$ cat src/rtl/cp_writeback_pkg.sv
// Shared def-cp definitions: datapath widths, load-size codes and writeback FSM states.
`ifndef DEF_CP_DATA_WIDTH
`define DEF_CP_DATA_WIDTH 32
`endif
`ifndef DEF_CP_RF_INDEX_WIDTH
`define DEF_CP_RF_INDEX_WIDTH 5
`endif

package cp_writeback_pkg;

  localparam int unsigned CP_DATA_W = `DEF_CP_DATA_WIDTH;
  localparam int unsigned CP_RIDX_W = `DEF_CP_RF_INDEX_WIDTH;

  typedef enum logic [1:0] {
    LS_BYTE     = 2'b00,
    LS_HALF     = 2'b01,
    LS_WORD     = 2'b10,
    LS_WORD_ALT = 2'b11
  } loadSize_e;

  typedef enum logic {
    IDLE      = 1'b0,
    LOAD_WAIT = 1'b1
  } wbState_e;

endpackage

$ cat src/rtl/cp_load_align.sv
// Little-endian lane select and sign/zero extension of a data-memory response word.
module cp_load_align
  import cp_writeback_pkg::*;
#(
  parameter int unsigned DATA_W = CP_DATA_W
) (
  input  logic [DATA_W-1:0] iRead_Data,
  input  logic [1:0]        iLane,
  input  logic [1:0]        iSize,
  input  logic              iSigned,
  output logic [DATA_W-1:0] oData
);

  logic [7:0]  byteSel;
  logic [15:0] halfSel;

  always_comb begin
    byteSel = iRead_Data[{iLane, 3'b000} +: 8];
    // Half loads only look at lane[1]; a misaligned lane[0] is ignored.
    halfSel = iRead_Data[{iLane[1], 4'b0000} +: 16];
    case (loadSize_e'(iSize))
      LS_BYTE: oData = {{(DATA_W-8){iSigned & byteSel[7]}}, byteSel};
      LS_HALF: oData = {{(DATA_W-16){iSigned & halfSel[15]}}, halfSel};
      default: oData = iRead_Data;
    endcase
  end

endmodule

$ cat src/rtl/cp_writeback.sv
// Writeback stage: EX bypass source, WB register, and the load-response stall handshake.
module cp_writeback
  import cp_writeback_pkg::*;
#(
  parameter int unsigned DATA_W = CP_DATA_W,
  parameter int unsigned RIDX_W = CP_RIDX_W
) (
  input  logic              iClk,
  input  logic              iReset,
  input  logic              iEX_Valid,
  input  logic              iEX_Write_Enable,
  input  logic [RIDX_W-1:0] iEX_Write_Addr,
  input  logic [DATA_W-1:0] iEX_ALU_Result,
  input  logic              iEX_Is_Load,
  input  logic [1:0]        iEX_Load_Size,
  input  logic              iEX_Load_Signed,
  input  logic [DATA_W-1:0] iLSU_Read_Data,
  input  logic              iLSU_Read_Valid,
  output logic [RIDX_W-1:0] oEX_RF_Write_Addr,
  output logic [DATA_W-1:0] oEX_RF_Write_Data,
  output logic              oEX_RF_Write_Enable,
  output logic [RIDX_W-1:0] oWB_RF_Write_Addr,
  output logic [DATA_W-1:0] oWB_RF_Write_Data,
  output logic              oWB_RF_Write_Enable,
  output logic              oEX_Load_Pending,
  output logic              oStall
);

  wbState_e          state, stateNext;
  logic              wbValid, wbWe, wbIsLoad, wbSigned;
  logic [RIDX_W-1:0] wbAddr;
  logic [DATA_W-1:0] wbResult;
  logic [1:0]        wbSize;
  logic [DATA_W-1:0] loadData;
  logic              wbWriteOk;

  assign oEX_RF_Write_Enable = iEX_Valid & iEX_Write_Enable & ~iEX_Is_Load
                             & (iEX_Write_Addr != '0);
  assign oEX_RF_Write_Data   = iEX_ALU_Result;
  assign oEX_RF_Write_Addr   = iEX_Write_Addr;
  assign oEX_Load_Pending    = iEX_Valid & iEX_Is_Load & (iEX_Write_Addr != '0);

  assign wbWriteOk          = wbWe & (wbAddr != '0);
  assign oWB_RF_Write_Addr  = wbAddr;
  assign oWB_RF_Write_Data  = wbIsLoad ? loadData : wbResult;

  cp_load_align #(.DATA_W(DATA_W)) uAlign (
    .iRead_Data (iLSU_Read_Data),
    .iLane      (wbResult[1:0]),
    .iSize      (wbSize),
    .iSigned    (wbSigned),
    .oData      (loadData)
  );

  always_ff @(posedge iClk or posedge iReset) begin
    if (iReset) state <= IDLE;
    else        state <= stateNext;
  end

  always_ff @(posedge iClk or posedge iReset) begin
    if (iReset) begin
      wbValid  <= 1'b0;
      wbWe     <= 1'b0;
      wbAddr   <= '0;
      wbResult <= '0;
      wbIsLoad <= 1'b0;
      wbSize   <= '0;
      wbSigned <= 1'b0;
    end else if (!oStall) begin
      wbValid  <= iEX_Valid;
      wbWe     <= iEX_Valid & iEX_Write_Enable;
      wbAddr   <= iEX_Write_Addr;
      wbResult <= iEX_ALU_Result;
      wbIsLoad <= iEX_Is_Load;
      wbSize   <= iEX_Load_Size;
      wbSigned <= iEX_Load_Signed;
    end
  end

  always_comb begin
    stateNext           = state;
    oStall              = 1'b0;
    oWB_RF_Write_Enable = 1'b0;
    case (state)
      IDLE: begin
        if (wbValid) begin
          if (!wbIsLoad) begin
            oWB_RF_Write_Enable = wbWriteOk;
          end else if (iLSU_Read_Valid) begin
            oWB_RF_Write_Enable = wbWriteOk;
          end else begin
            oStall    = 1'b1;
            stateNext = LOAD_WAIT;
          end
        end
      end
      LOAD_WAIT: begin
        if (iLSU_Read_Valid) begin
          oWB_RF_Write_Enable = wbWriteOk;
          stateNext           = IDLE;
        end else begin
          oStall = 1'b1;
        end
      end
      default: stateNext = IDLE;
    endcase
  end

endmodule

$ cat config.mk
export PLATFORM = sky130hd
export DESIGN_NAME = cp_writeback
export DESIGN_NICKNAME = d
export VERILOG_FILES = /design/src/rtl/cp_writeback_pkg.sv /design/src/rtl/cp_load_align.sv /design/src/rtl/cp_writeback.sv
export SDC_FILE = /design/constraint.sdc
export NUM_CORES = 1
export LEC_CHECK = 0
export ABC_CLOCK_PERIOD_IN_PS = 3550
export BUFFER_PORTS_ARGS = -buffer_cell sky130_fd_sc_hd__clkbuf_2
export CORE_MARGIN = 5
export CORE_UTILIZATION = 49
export CTS_CLUSTER_SIZE = 24
export DETAILED_ROUTE_END_ITERATION = 16
export PLACE_DENSITY = 0.86
export SLEW_MARGIN = 0
export SYNTH_ARGS = -nofsm -noshare
export SYNTH_HDL_FRONTEND = slang
export SYNTH_SLANG_ARGS = --single-unit
$ cat constraint.sdc
create_clock -name iClk -period 3.55 [get_ports iClk]
set_clock_uncertainty 0.15 [all_clocks]
set_input_delay 0.1775 -clock iClk [delete_from_list [all_inputs] [get_ports iClk]]
set_output_delay 0.1775 -clock iClk [all_outputs]
set_load 0.02 [all_outputs]
Word-level counts from Yosys, hierarchy flattened:

Index checks and enable logic that the tools add are counted.

* equality and inequality tests: 1
* shift-type cells: 2
* mux-type cells: 10
* bitwise gates (word level): 10
* reduce and logical (&&, ||, !) cells: 3

Operators with widths (number)
* 32-bit case mux with 2 select lines: 1
* 32-bit 2-to-1 mux: 1
* 32-bit by 6-bit indexed part select with 16-bit output: 1
* 32-bit by 6-bit indexed part select with 8-bit output: 1
* 5-bit nonzero test: 2
* 1-bit bitwise AND: 8
* 1-bit 2-to-1 mux: 6
* 1-bit case mux with 2 select lines: 2
* 2-bit by 1-bit equality test with 1-bit output (second input constant): 1
* 2-bit logical NOT: 1
* 1-bit NOT: 2

* bits in registers: 44
* logic and storage cells: 34

Depth between registers and ports, before layout:

* word-level depth: 6
* gate-level depth with buffers: 5
* gate-level depth less buffers: 3

Modules after synthesis:

A second synthesis with hierarchy kept.

* cell total of the unflattened synthesis: 300
* area, all modules: 3256.9 µm²

Modules (own cells, without submodules)
* cp_writeback: times used 1, cells an instance 183, area an instance 2532.4 µm², seq. area each 1101.1 µm²
* cp_load_align: times used 1, cells an instance 117, area an instance 724.4 µm², seq. area each 0.0 µm²

Least setup slack after synthesis:

OpenSTA, ideal clock, no wires.

* path kind: reg2out
* from: register wbSize[1]
* to: output oWB_RF_Write_Data[19]
* data arrival time: 1503 ps
* required time: 3222 ps
* setup slack: 1720 ps
* cell stages (with the launch flop): 6
* path buffers: 2
* cell sequence: dfrtp_1 > nor2b_1 > buf_2 > nand2_1 > clkbuf_1 > o21ai_0

* cells in the longest elaborated chain, start to end: 3
* elaborated cells between the ends (all ways): 4

Ends and longest elaborated chain
* start, declared: RTL line cp_writeback.sv:33 `logic [1:0] wbSize;`
* start signal, assigned: RTL line cp_writeback.sv:75 `wbSize <= iEX_Load_Size;`
* 2-bit by 1-bit equality test with 1-bit output or 2-bit logical NOT (tied branches): RTL line cp_load_align.sv:21 `case (loadSize_e'(iSize))`
* 32-bit case mux with 2 select lines *: RTL line cp_load_align.sv:21
* 32-bit 2-to-1 mux *: RTL line cp_writeback.sv:45 `assign oWB_RF_Write_Data = wbIsLoad ? loadData : wbResult;`
* end, declared: RTL line cp_writeback.sv:23 `output logic [DATA_W-1:0] oWB_RF_Write_Data,`

Mark *: on every way between the ends. The rest lies on a longest branch, timed or not.

Worst setup path in the final report:

* from: register wbIsLoad
* to: output oWB_RF_Write_Data[20]

* cells in the longest elaborated chain, start to end: 1

Ends and longest elaborated chain
* start, declared: RTL line cp_writeback.sv:30 `logic wbValid, wbWe, wbIsLoad, wbSigned;`
* start signal, assigned: RTL line cp_writeback.sv:74 `wbIsLoad <= iEX_Is_Load;`
* 32-bit 2-to-1 mux: RTL line cp_writeback.sv:45

Every way passes these cells.

==> results.py <==
metrics = {
    "clock_network": {
        "post_cts_resized": 0,
        "numCtsBuffers": 5,
        "cts-root-buf": "clkbuf_8",
        "cts-htree-levels": 2,
        "cts.reportedPaths.clkPinSlew_ns": 0.08,
        "clock-sinks": 44,
        "cts_tree": "yes",
        "insertion_delay_ns": 0.29,
        "clockBufferDepth": 2,
    },
    "global_routing": {
        "grt_max_degree": 45,
        "grt_pass1_wl_mm": 13.6,
        "grtUsageTotal": 0.229,
        "grt_pass1_vias": 2825,
        "gr-total-overflow": 0,
        "antenna_found_initial": 0,
    },
    "synthesis": {
        "synth_cell_types": 42,
        "ys_warn_count": 0,
        "synth_area_per_cell_sq_um": 10.3,
        "ys_seq_area_frac": 0.374,
        "synthArstFlopShare": 1.00,
        "synth_seq_cells": 44,
        "netlist_area_sq_um": 2950,
        "synth_flop_cell": "dfrtp_1",
        "synth_edf_count": 0,
        "synth_nets": 365,
        "postSynthCellCount": 287,
    },
    "floorplanning": {
        "fp.coreArea_sq_um": 5890,
        "rows": 28,
        "die_y_um": 87.5,
        "ios": 156,
        "die-area_sq_um": 7660,
        "die_x_um": 87.5,
        "start_util": 0.500,
    },
    "worst_setup_path": {
        "reg2reg_depth": 4,
        "path_max_fanout": 17,
        "crit_path_end_kind": "output pin",
        "crit_start": "wbIsLoad",
        "r2r_start": "wbIsLoad",
        "rr_endpoint": "wbResult[7]",
        "crit_end": "oWB_RF_Write_Data[20]",
        "required_ns": 3.22,
        "setup.worst_path.class": "reg2out",
        "rrSetupSlack_ns": 1.41,
        "critPathArrivalTime_ns": 2.63,
        "crit_path_start_kind": "register",
    },
    "sta": {
        "tightest_slew_ns": 0.940,
        "relSlewSlack": 0.372,
        "min_period_ns": 2.96,
        "fmax_mhz": 338,
        "whs_ns": 0.000856,
        "setup_viol": 0,
        "final-max-slew-violation-count": 0,
        "fin_tns_setup_ns": 0,
        "rsz0062_at_grt": "false",
        "hold_viol": 0,
        "post-route-period-util": 0.834,
    },
    "routing": {
        "finalWirelength_mm": 9.08,
        "detailedRoute.firstIterationViolations": 142,
        "vias_per_cell": 5.50,
        "dr_total_vias": 2784,
        "wl_per_cell_um": 17.9,
        "first_pass_iters": 4,
        "drc_errors": 0,
        "final_antenna_net_count": 0,
    },
    "power_and_ir_drop": {
        "irDropWorstVdd_v": 0.000272,
        "fin_total_pwr_w": 0.00160,
        "p_per_area_nw_per_um2": 411,
        "power.leakage_nw": 1.85,
    },
    "final_layout": {
        "nets": 509,
        "fillers": 480,
        "seq_area_sq_um": 1100,
        "syn_to_final_growth_pct": 31.8,
        "antenna_cells": 0,
        "multi_input_area_sq_um": 1440,
        "layout-drive-gt1-share": 0.517,
        "postLayoutCellArea_sq_um": 3880,
    },
    "run": {
        "cap_violations": 0,
    },
    "placement": {
        "hpwl_mm": 6.68,
        "place_congestion": 0.881,
        "numPortBuffers": 155,
        "placed_cell_area_sq_um": 3450,
    },
    "min_path": {
        "hold_path_class": "in2reg",
    },
    "status": {
        "status": "finished, final reports clean",
    },
}
## per-layer routing
layer  GRT usage  part of all wire  vias up
li1            -                 -     1292
met1       0.262              0.38     1342
met2       0.418              0.52      121
met3      0.0395             0.070       29
met4      0.0948             0.033        0
met5           0                 0        -
## critical path, stage by stage, from the launching register on
cell and delay [ns]:
dfrtp_1 0.67, nor2b_1 0.63, nand2_1 0.50, o21ai_0 0.32, clkbuf_2 0.22
## flip-flops by register name, indices dropped and copies added, names as in the netlist
register / cells
wbResult: 32
wbSigned: 1
wbIsLoad: 1
wbValid: 1
wbWe: 1
state: 1
wbSize: 2
oWB_RF_Write_Addr: 5
## how the worst min path moves through the flow
stage | from | endpoint | slack, ns | depth (start not counted)
4_1_cts | iEX_ALU_Result[18] | wbResult[18] | 0.002 | 2
6_report | iEX_ALU_Result[7] | wbResult[7] | 0.0009 | 2
5_1_grt | iEX_Write_Addr[1] | oWB_RF_Write_Addr[1] | 0.003 | 2
2_1_floorplan | iEX_Valid | wbValid | 0.17 | 1
3_5_place_dp | iEX_Load_Signed | wbSigned | 0.26 | 2
3_3_place_gp | iReset | oWB_RF_Write_Addr[3] | 0.25 | 2
## cell families after synthesis
kind of cell,Yosys count,share of synthesized area
flip-flops,44,0.374
multiplexers,53,0.209
buffers and inverters,62,0.139
AO/OA/AOI/OAI,68,0.161
AND/OR/NAND/NOR,60,0.117
## cells in the final DEF (no fill, tap or decap), types with 2 or more instances in the layout
cell,n
a21oi_1,15
a221o_1,6
a31o_2,2
a31oi_1,8
a32o_1,5
buf_4,3
clkbuf_2,155
clkbuf_8,5
dfrtp_1,44
dlygate4sd3_1,35
inv_1,5
mux2_2,49
mux2_4,2
nand2_1,12
nand2b_1,3
nand3_1,3
nand3b_1,2
nor2_1,7
nor2b_1,21
nor3b_1,3
o21ai_0,8
o21ai_1,7
o221ai_1,3
o22ai_1,7
or4_1,2
## cell usage after synthesis (2+ instances only)
master,number,share of area
nor2b_1,21,0.045
o21ai_0,8,0.014
nor3b_1,3,0.0076
o21ai_1,7,0.012
o221ai_1,3,0.0089
nand2_1,12,0.015
dfrtp_1,44,0.37
a31oi_1,8,0.017
clkbuf_1,6,0.0076
buf_6,2,0.0076
nor2_1,7,0.0089
mux2_4,2,0.010
nand3b_1,2,0.0051
mux2_2,49,0.19
buf_4,37,0.094
a32o_1,5,0.017
a21oi_1,15,0.025
a31o_2,2,0.0059
inv_1,6,0.0076
or4_1,2,0.0051
o22ai_1,7,0.015
nand2b_1,3,0.0064
buf_2,10,0.017
nand3_1,3,0.0051
a221o_1,6,0.020
## stage by stage
stage / setup slack (ns) / util / std cells
after global placement: 1.11 / 0.587 / 464
after floorplan: 1.72 / - / 287
final: 0.588 / 0.660 / 506
after detailed placement: 0.971 / 0.587 / 464
after global routing: 0.346 / 0.660 / 506
after CTS: 0.649 / 0.660 / 506
## layout make-up
cell class	instances	share of cell area
Clock inverter	1	0.00129
Timing Repair Buffer	193	0.296
Sequential cell	44	0.284
Clock buffer	6	0.0187
Multi-Input combinational cell	181	0.371
Inverter	6	0.00580
Tap cell	75	0.0242
## where the power goes
part / switching [W] / internal (W) / total, W
clock: 0.000165 / 0.000134 / 0.000299
combinational: 0.000386 / 0.000291 / 0.000677
sequential: 0.0000601 / 0.000559 / 0.000619
## repair_timing
action | in CTS | in global routing
hold buffers | 35 | 0
setup buffers | 0 | 0
hold endpoints to repair | 78 | 0
(Power assumes the default switching activity.)
